===== src/rtl/synth_pkg.sv =====
// ----------------------------------------------------------------------------
// synth_pkg
// Shared definitions for the synth datapath and its PWM output stage.
//   Sample_t                   : signed two's-complement mixed sample
//   DEF_SAMPLE_WIDTH           : default sample width
//   DEF_PWM_BITS               : default PWM counter width (period = 2**PWM_BITS)
//   DEF_PERIODS_PER_SAMPLE     : default number of PWM periods per sample
// ----------------------------------------------------------------------------
package synth_pkg;

    localparam int DEF_SAMPLE_WIDTH       = 24;
    localparam int DEF_PWM_BITS           = 8;
    localparam int DEF_PERIODS_PER_SAMPLE = 4;

    typedef logic [DEF_SAMPLE_WIDTH-1:0] Sample_t;

endpackage


===== src/rtl/pwm_output_if.sv =====
// ----------------------------------------------------------------------------
// pwm_output_if
// Valid/ready sample bus between the sample producer and pwm_output.
//   i_Sample       : signed sample from the producer
//   i_SampleValid  : producer holds i_Sample valid until accepted
//   o_SampleReady  : consumer holding buffer is empty; accept = valid & ready
// Modports: master = producer side, slave = pwm_output side.
// ----------------------------------------------------------------------------
interface pwm_output_if #(
    parameter int SAMPLE_WIDTH = synth_pkg::DEF_SAMPLE_WIDTH
);
    logic [SAMPLE_WIDTH-1:0] i_Sample;
    logic                    i_SampleValid;
    logic                    o_SampleReady;

    modport master (
        output i_Sample,
        output i_SampleValid,
        input  o_SampleReady
    );

    modport slave (
        input  i_Sample,
        input  i_SampleValid,
        output o_SampleReady
    );
endinterface


===== src/rtl/pwm_modulator.sv =====
// ----------------------------------------------------------------------------
// pwm_modulator
// Free-running PWM counter with registered compare output.
//   i_Clock       : clock, rising edge
//   i_Reset       : synchronous active-high reset
//   i_Duty        : high clocks per period (2**PWM_BITS-1 max, 0 = always low)
//   o_Pwm         : registered pin, o_Pwm(t+1) = (cnt(t) < duty(t))
//   o_PeriodTick  : high on the last count of each period (cnt == max)
// ----------------------------------------------------------------------------
module pwm_modulator #(
    parameter int PWM_BITS = synth_pkg::DEF_PWM_BITS
) (
    input  logic                i_Clock,
    input  logic                i_Reset,
    input  logic [PWM_BITS-1:0] i_Duty,
    output logic                o_Pwm,
    output logic                o_PeriodTick
);

    logic [PWM_BITS-1:0] r_cnt;
    logic                r_pwm;

    assign o_PeriodTick = (r_cnt == {PWM_BITS{1'b1}});
    assign o_Pwm        = r_pwm;

    always_ff @(posedge i_Clock) begin
        if (i_Reset) begin
            r_cnt <= '0;
            r_pwm <= 1'b0;
        end else begin
            // Natural wrap max -> 0 gives the 2**PWM_BITS period.
            r_cnt <= r_cnt + PWM_BITS'(1);
            r_pwm <= (r_cnt < i_Duty);
        end
    end

endmodule


===== src/rtl/pwm_output.sv =====
// ----------------------------------------------------------------------------
// pwm_output
// Converts a signed sample stream into a 1-bit PWM pin for an RC filter.
// A one-entry buffer decouples the producer; samples are taken from it at
// sample boundaries. First-order error feedback across PWM periods adds
// sub-LSB resolution to the duty cycle.
//   i_Clock     : clock, rising edge
//   i_Reset     : synchronous active-high reset
//   sample_if   : slave side of the valid/ready sample bus
//   o_Pwm       : registered PWM pin
//   o_Underrun  : 1-cycle pulse when a sample boundary finds the buffer empty
//                 (only once running)
// ----------------------------------------------------------------------------
module pwm_output
    import synth_pkg::*;
#(
    parameter int SAMPLE_WIDTH       = DEF_SAMPLE_WIDTH,
    parameter int PWM_BITS           = DEF_PWM_BITS,
    parameter int PERIODS_PER_SAMPLE = DEF_PERIODS_PER_SAMPLE
) (
    input  logic         i_Clock,
    input  logic         i_Reset,
    pwm_output_if.slave  sample_if,
    output logic         o_Pwm,
    output logic         o_Underrun
);

    localparam int ERR_W = SAMPLE_WIDTH - PWM_BITS;
    localparam int PC_W  = (PERIODS_PER_SAMPLE > 1) ? $clog2(PERIODS_PER_SAMPLE) : 1;

    localparam logic [0:0] ST_PRIME = 1'b0;
    localparam logic [0:0] ST_RUN   = 1'b1;

    logic [SAMPLE_WIDTH-1:0] r_buf;
    logic                    r_buf_valid;
    logic                    r_ready;
    logic [SAMPLE_WIDTH-1:0] r_cur_sample;
    logic [ERR_W-1:0]        r_err;
    logic [PWM_BITS-1:0]     r_duty;
    logic [PC_W-1:0]         r_period_cnt;
    logic [0:0]              r_state;
    logic                    r_underrun;

    logic                    w_period_tick;
    logic                    w_last_period;
    logic                    w_boundary;
    logic                    w_accept;
    logic                    w_load;
    logic                    w_buf_valid_next;
    logic [SAMPLE_WIDTH-1:0] w_sample_eff;
    logic [SAMPLE_WIDTH-1:0] w_offset;
    logic [SAMPLE_WIDTH:0]   w_acc;

    pwm_modulator #(
        .PWM_BITS (PWM_BITS)
    ) u_modulator (
        .i_Clock      (i_Clock),
        .i_Reset      (i_Reset),
        .i_Duty       (r_duty),
        .o_Pwm        (o_Pwm),
        .o_PeriodTick (w_period_tick)
    );

    assign w_last_period = (r_period_cnt == PC_W'(PERIODS_PER_SAMPLE - 1));
    assign w_boundary    = w_period_tick & w_last_period;
    assign w_accept      = sample_if.i_SampleValid & r_ready;
    assign w_load        = w_boundary & r_buf_valid;

    // Accept and load never coincide: ready is low whenever the buffer is full.
    assign w_buf_valid_next = w_accept | (r_buf_valid & ~w_load);

    // The duty computed at a boundary must already see the sample being loaded.
    assign w_sample_eff = w_load ? r_buf : r_cur_sample;

    // Flip the sign bit: signed two's complement -> offset binary, 0 -> mid-scale.
    assign w_offset = {~w_sample_eff[SAMPLE_WIDTH-1], w_sample_eff[SAMPLE_WIDTH-2:0]};
    assign w_acc    = {1'b0, w_offset} + {{(PWM_BITS + 1){1'b0}}, r_err};

    assign sample_if.o_SampleReady = r_ready;
    assign o_Underrun              = r_underrun;

    always_ff @(posedge i_Clock) begin
        if (i_Reset) begin
            r_buf        <= '0;
            r_buf_valid  <= 1'b0;
            r_ready      <= 1'b0;
            r_cur_sample <= '0;
            r_err        <= '0;
            r_duty       <= {1'b1, {(PWM_BITS - 1){1'b0}}};
            r_period_cnt <= '0;
            r_state      <= ST_PRIME;
            r_underrun   <= 1'b0;
        end else begin
            r_buf_valid <= w_buf_valid_next;
            r_ready     <= ~w_buf_valid_next;
            if (w_accept) begin
                r_buf <= sample_if.i_SampleValid ? sample_if.i_Sample : r_buf;
            end

            if (w_load) begin
                r_cur_sample <= r_buf;
            end

            if (w_period_tick) begin
                r_period_cnt <= w_last_period ? '0 : (r_period_cnt + PC_W'(1));
            end

            if (w_load) begin
                r_state <= ST_RUN;
            end

            r_underrun <= w_boundary & ~r_buf_valid & (r_state == ST_RUN);

            // The new duty is registered here and is in place at cnt = 0 of the
            // next period; the carry-out case pins the duty at full scale and
            // drops the residue rather than wrapping to a tiny duty.
            if (w_period_tick) begin
                if (w_acc[SAMPLE_WIDTH]) begin
                    r_duty <= {PWM_BITS{1'b1}};
                    r_err  <= '0;
                end else begin
                    r_duty <= w_acc[SAMPLE_WIDTH-1 -: PWM_BITS];
                    r_err  <= w_acc[ERR_W-1:0];
                end
            end
        end
    end

endmodule


===== src/flat_wrapper.sv =====
// flat-port wrapper written by rule: the top's interface ports become plain ports
module pwm_output_flat import synth_pkg::*;
#(
    parameter int SAMPLE_WIDTH       = DEF_SAMPLE_WIDTH,
    parameter int PWM_BITS           = DEF_PWM_BITS,
    parameter int PERIODS_PER_SAMPLE = DEF_PERIODS_PER_SAMPLE
)
  (i_Clock, i_Reset, o_Pwm, o_Underrun, sample_if_i_Sample, sample_if_i_SampleValid, sample_if_o_SampleReady);
  pwm_output_if #(.SAMPLE_WIDTH(SAMPLE_WIDTH)) sample_if_i ();
  input  logic i_Clock;
  input  logic i_Reset;
  output logic o_Pwm;
  output logic o_Underrun;
  input wire logic [$bits(sample_if_i.i_Sample)-1:0] sample_if_i_Sample;
  input wire logic [$bits(sample_if_i.i_SampleValid)-1:0] sample_if_i_SampleValid;
  output wire logic [$bits(sample_if_i.o_SampleReady)-1:0] sample_if_o_SampleReady;
  assign sample_if_i.i_Sample = sample_if_i_Sample;
  assign sample_if_i.i_SampleValid = sample_if_i_SampleValid;
  assign sample_if_o_SampleReady = sample_if_i.o_SampleReady;
  pwm_output #(.SAMPLE_WIDTH(SAMPLE_WIDTH), .PWM_BITS(PWM_BITS), .PERIODS_PER_SAMPLE(PERIODS_PER_SAMPLE)) u_core (.i_Clock(i_Clock), .i_Reset(i_Reset), .sample_if(sample_if_i), .o_Pwm(o_Pwm), .o_Underrun(o_Underrun));
endmodule

===== config.mk =====
export PLATFORM = sky130hd
export DESIGN_NAME = pwm_output_flat
export DESIGN_NICKNAME = d
export VERILOG_FILES = /design/src/rtl/synth_pkg.sv /design/src/rtl/pwm_output_if.sv /design/src/rtl/pwm_modulator.sv /design/src/rtl/pwm_output.sv /design/src/flat_wrapper.sv
export SDC_FILE = /design/constraint.sdc
export NUM_CORES = 1
export LEC_CHECK = 0
export ABC_AREA = 1
export CORE_MARGIN = 2
export CORE_UTILIZATION = 45
export DETAILED_ROUTE_END_ITERATION = 12
export GPL_TIMING_DRIVEN = 0
export PLACE_DENSITY = 0.69
export SYNTH_ARGS = -nofsm -noshare
export SYNTH_HDL_FRONTEND = slang
export SYNTH_SLANG_ARGS = --single-unit

===== constraint.sdc =====
create_clock -name i_Clock -period 9.6 [get_ports i_Clock]
set_input_delay 1.92 -clock i_Clock [delete_from_list [all_inputs] [get_ports i_Clock]]
set_output_delay 1.92 -clock i_Clock [all_outputs]
set_load 0.01 [all_outputs]

==> impl_metrics.json <==
{
  "status": "finished clean",
  "maxSlewHeadroom_pct": 51.23,
  "synth_top_area_share_pct": 38.68,
  "detail-route-antenna-nets": 0,
  "worstMarginPinSlew_ps": 731.6,
  "p_leak_nw": 2.220,
  "synth_edf_count": 0,
  "grt_util_all_layers_pct": 19.37,
  "ys_seq_elements": 87,
  "top_layer": "met4",
  "cts_buffer_depth": 2,
  "fin_skew_ps": 8.442,
  "hold_path_class": "flop to flop",
  "yosys_warnings": 0,
  "numCtsBuffers": 9,
  "tritoncts": "yes",
  "die_area_sq_mm": 0.01082,
  "wl_met2_microns": 4628,
  "antenna_found_initial": 0,
  "synth_seq_area_share_pct": 38.68,
  "dpl.cell_count": 794,
  "synth-async-reset-ratio_pct": 0,
  "place_congestion": 0.8363,
  "peakVddDrop_mv": 0.08078,
  "tns_ps": 0,
  "met1Wirelength_microns": 4849,
  "grt_pass1_wl_microns": 16910,
  "post_drt_wl_per_cell_microns": 12.61,
  "drt_wl_total_microns": 10200,
  "insertion_delay_ps": 360,
  "core_area_sq_mm": 0.009729,
  "powerDensity_mw_per_mm2": 130.8,
  "report.final.slew_viol_count": 0,
  "ys_types": 34,
  "overflow": 0,
  "clock_sinks": 87,
  "clkSlewWorstSetupHoldPaths_ps": 80,
  "fillerInstances": 977,
  "synth_area_leaders": "dfxtp_1 (39%), nand2_1 (10%), nor2_1 (8.3%)",
  "fp.dieH_microns": 104.0,
  "required_ps": 9890,
  "syn_inst": 632,
  "rsz0062_at_grt": "no",
  "grt_max_degree": 14,
  "drt_iter0_markers": 153,
  "end_kind": "flop",
  "synth_area_per_cell_sq_um": 7.125,
  "multi_input_area_sq_mm": 0.002326,
  "critPathKind": "flop to flop",
  "crit_fanout": 10,
  "syn_to_final_growth_pct": 14.53,
  "register_area_sq_mm": 0.001742,
  "hpwl_microns": 7695,
  "diodes": 0,
  "finalCriticalPeriod_ps": 4112,
  "firstDrtPassIters": 5,
  "wl_met3_microns": 506,
  "grt_pass1_vias": 3724,
  "post_cts_resized": 0,
  "post-route-util_pct": 53.01,
  "final_nets": 727,
  "post_cts_buffers": 0,
  "cts_hold_buffers": 0,
  "drive_above_1_share_pct": 5.621,
  "synth_area_sq_mm": 0.004503,
  "cap_violations": 0,
  "layout.cells.non_filler": 809,
  "vias": 3990,
  "cp.arrival_ps": 4400,
  "core.rowCount": 36,
  "ios": 30,
  "max_freq_ghz": 0.2432,
  "timing.final.crit_share_pct": 42.84,
  "portBuffers": 29,
  "post-route-drc-count": 0,
  "synth_area_leader_cell": "dfxtp_1",
  "die_x_microns": 104.0,
  "initial_core_util_pct": 46.28,
  "vias_per_cell": 4.932,
  "critPathLaunchType": "flop",
  "clock-root-buffer": "clkbuf_8",
  "synth_flop_cell": "dfxtp_1",
  "final_hold_viol_count": 0,
  "finalSetupViolations": 0,
  "htree_levels": 3,
  "total_power_uw": 674.7,
  "synth_nets": 687
}
per-layer routing:
metal  vias to the layer above  global-route usage [%]
met3                        18                   4.073
met1                      1819                   24.85
met5                         -                       0
li1                       2076                       -
met2                        77                   31.34
met4                         0                   8.687
cells in the mapped netlist, types with 5 or more instances:
cell type,n
nand2_1,120
inv_1,88
nor2_4,6
dfxtp_1,87
a21oi_1,51
clkbuf_1,17
o21ai_0,57
nor3_1,5
xor2_1,12
nand3_1,18
nor2_1,99
ha_1,27
placed cells by master (no fill, tap or decap), types with 2 or more instances in the layout:
master / instances
a21o_1: 3
a21oi_1: 51
a21oi_2: 3
buf_6: 3
clkbuf_1: 18
clkbuf_8: 11
clkdlybuf4s50_1: 29
dfxtp_1: 87
ha_1: 27
inv_1: 88
nand2_1: 120
nand2_2: 4
nand3_1: 18
nand3_2: 3
nand4_1: 4
nor2_1: 99
nor2_4: 6
nor3_1: 5
nor4_1: 2
o21a_1: 2
o21ai_0: 57
o21ai_1: 4
o21bai_1: 2
xnor2_1: 4
xor2_1: 12
logic make-up after synthesis:
kind of cell	Yosys count	share of synthesized area, %
compound gates	125	14.78
buf+inv	110	9.669
flops	87	38.68
fa+ha+maj	28	7.947
simple gates	266	25.81
xor+xnor	16	3.112
metrics by stage:
step	area [sq um]	hold WS, ps	setup WS, ps
global route	5157	484.0	5163
finish	5157	447.8	5488
global placement	4960	434.0	5599
CTS	5157	450.1	5469
detailed placement	4960	437.8	5511
floorplan	4503	420.5	6299
worst max-delay path: stages, from the launching register on:
cell and delay [ps]:
dfxtp_1 400, ha_1 210, nand2_2 100, nor2_8 160
nand4_4 140, inv_1 250, clkbuf_1 430, o21ai_0 210
ha_1 250, fa_1 420, nand2_1 90, inv_1 50
o21ai_0 130, nand2_1 100, nand2_1 70, nand2_1 120
nand2_1 90, nand2_1 110, nand3_2 130, nor2_4 50
nor2_4 130, buf_6 170, nand2_1 70, a21oi_1 120
worst paths after layout:
check | startpoint | cells past startpoint | slack (ps) | endpoint
worst max-delay path | u_core.u_modulator.r_cnt[0]$_SDFF_PP0_ | 23 | 5490 | u_core.r_err[14]$_SDFFE_PP0N_
worst min-delay path | u_core.r_state$_SDFFE_PP0N_ | 2 | 450 | u_core.o_Underrun$_SDFF_PP0_
worst max register to register | u_core.u_modulator.r_cnt[0]$_SDFF_PP0_ | 23 | 5490 | u_core.r_err[14]$_SDFFE_PP0N_
worst min register to register | u_core.r_state$_SDFFE_PP0N_ | 2 | 450 | u_core.o_Underrun$_SDFF_PP0_
where the power goes:
part	switching [mW]	internal (mW)	leakage (nW)
Combinational	0.0219	0.0191	1.42
Clock	0.126	0.133	0.0985
Sequential	0.00545	0.370	0.706
sequential cells by signal (all words and copies together), names as in the netlist:
name / count
u_core.r_period_cnt: 2
u_core.o_Underrun: 1
u_core.r_err: 16
u_core.r_state: 1
u_core.r_cur_sample: 24
u_core.r_buf_valid: 1
u_core.r_buf: 24
u_core.sample_if.o_SampleReady: 1
u_core.u_modulator.o_Pwm: 1
u_core.u_modulator.r_cnt: 8
u_core.r_duty: 8
layout make-up:
type | instances | share of cell area, %
multi-input cells | 435 | 45.10
flip-flops and latches | 87 | 33.77
clock inverters | 3 | 0.8248
well taps | 133 | 3.227
plain buffers | 21 | 1.965
clock buffers | 12 | 3.008
inverters | 89 | 6.477
repair buffers | 29 | 5.628
(Power assumes the default switching activity.)
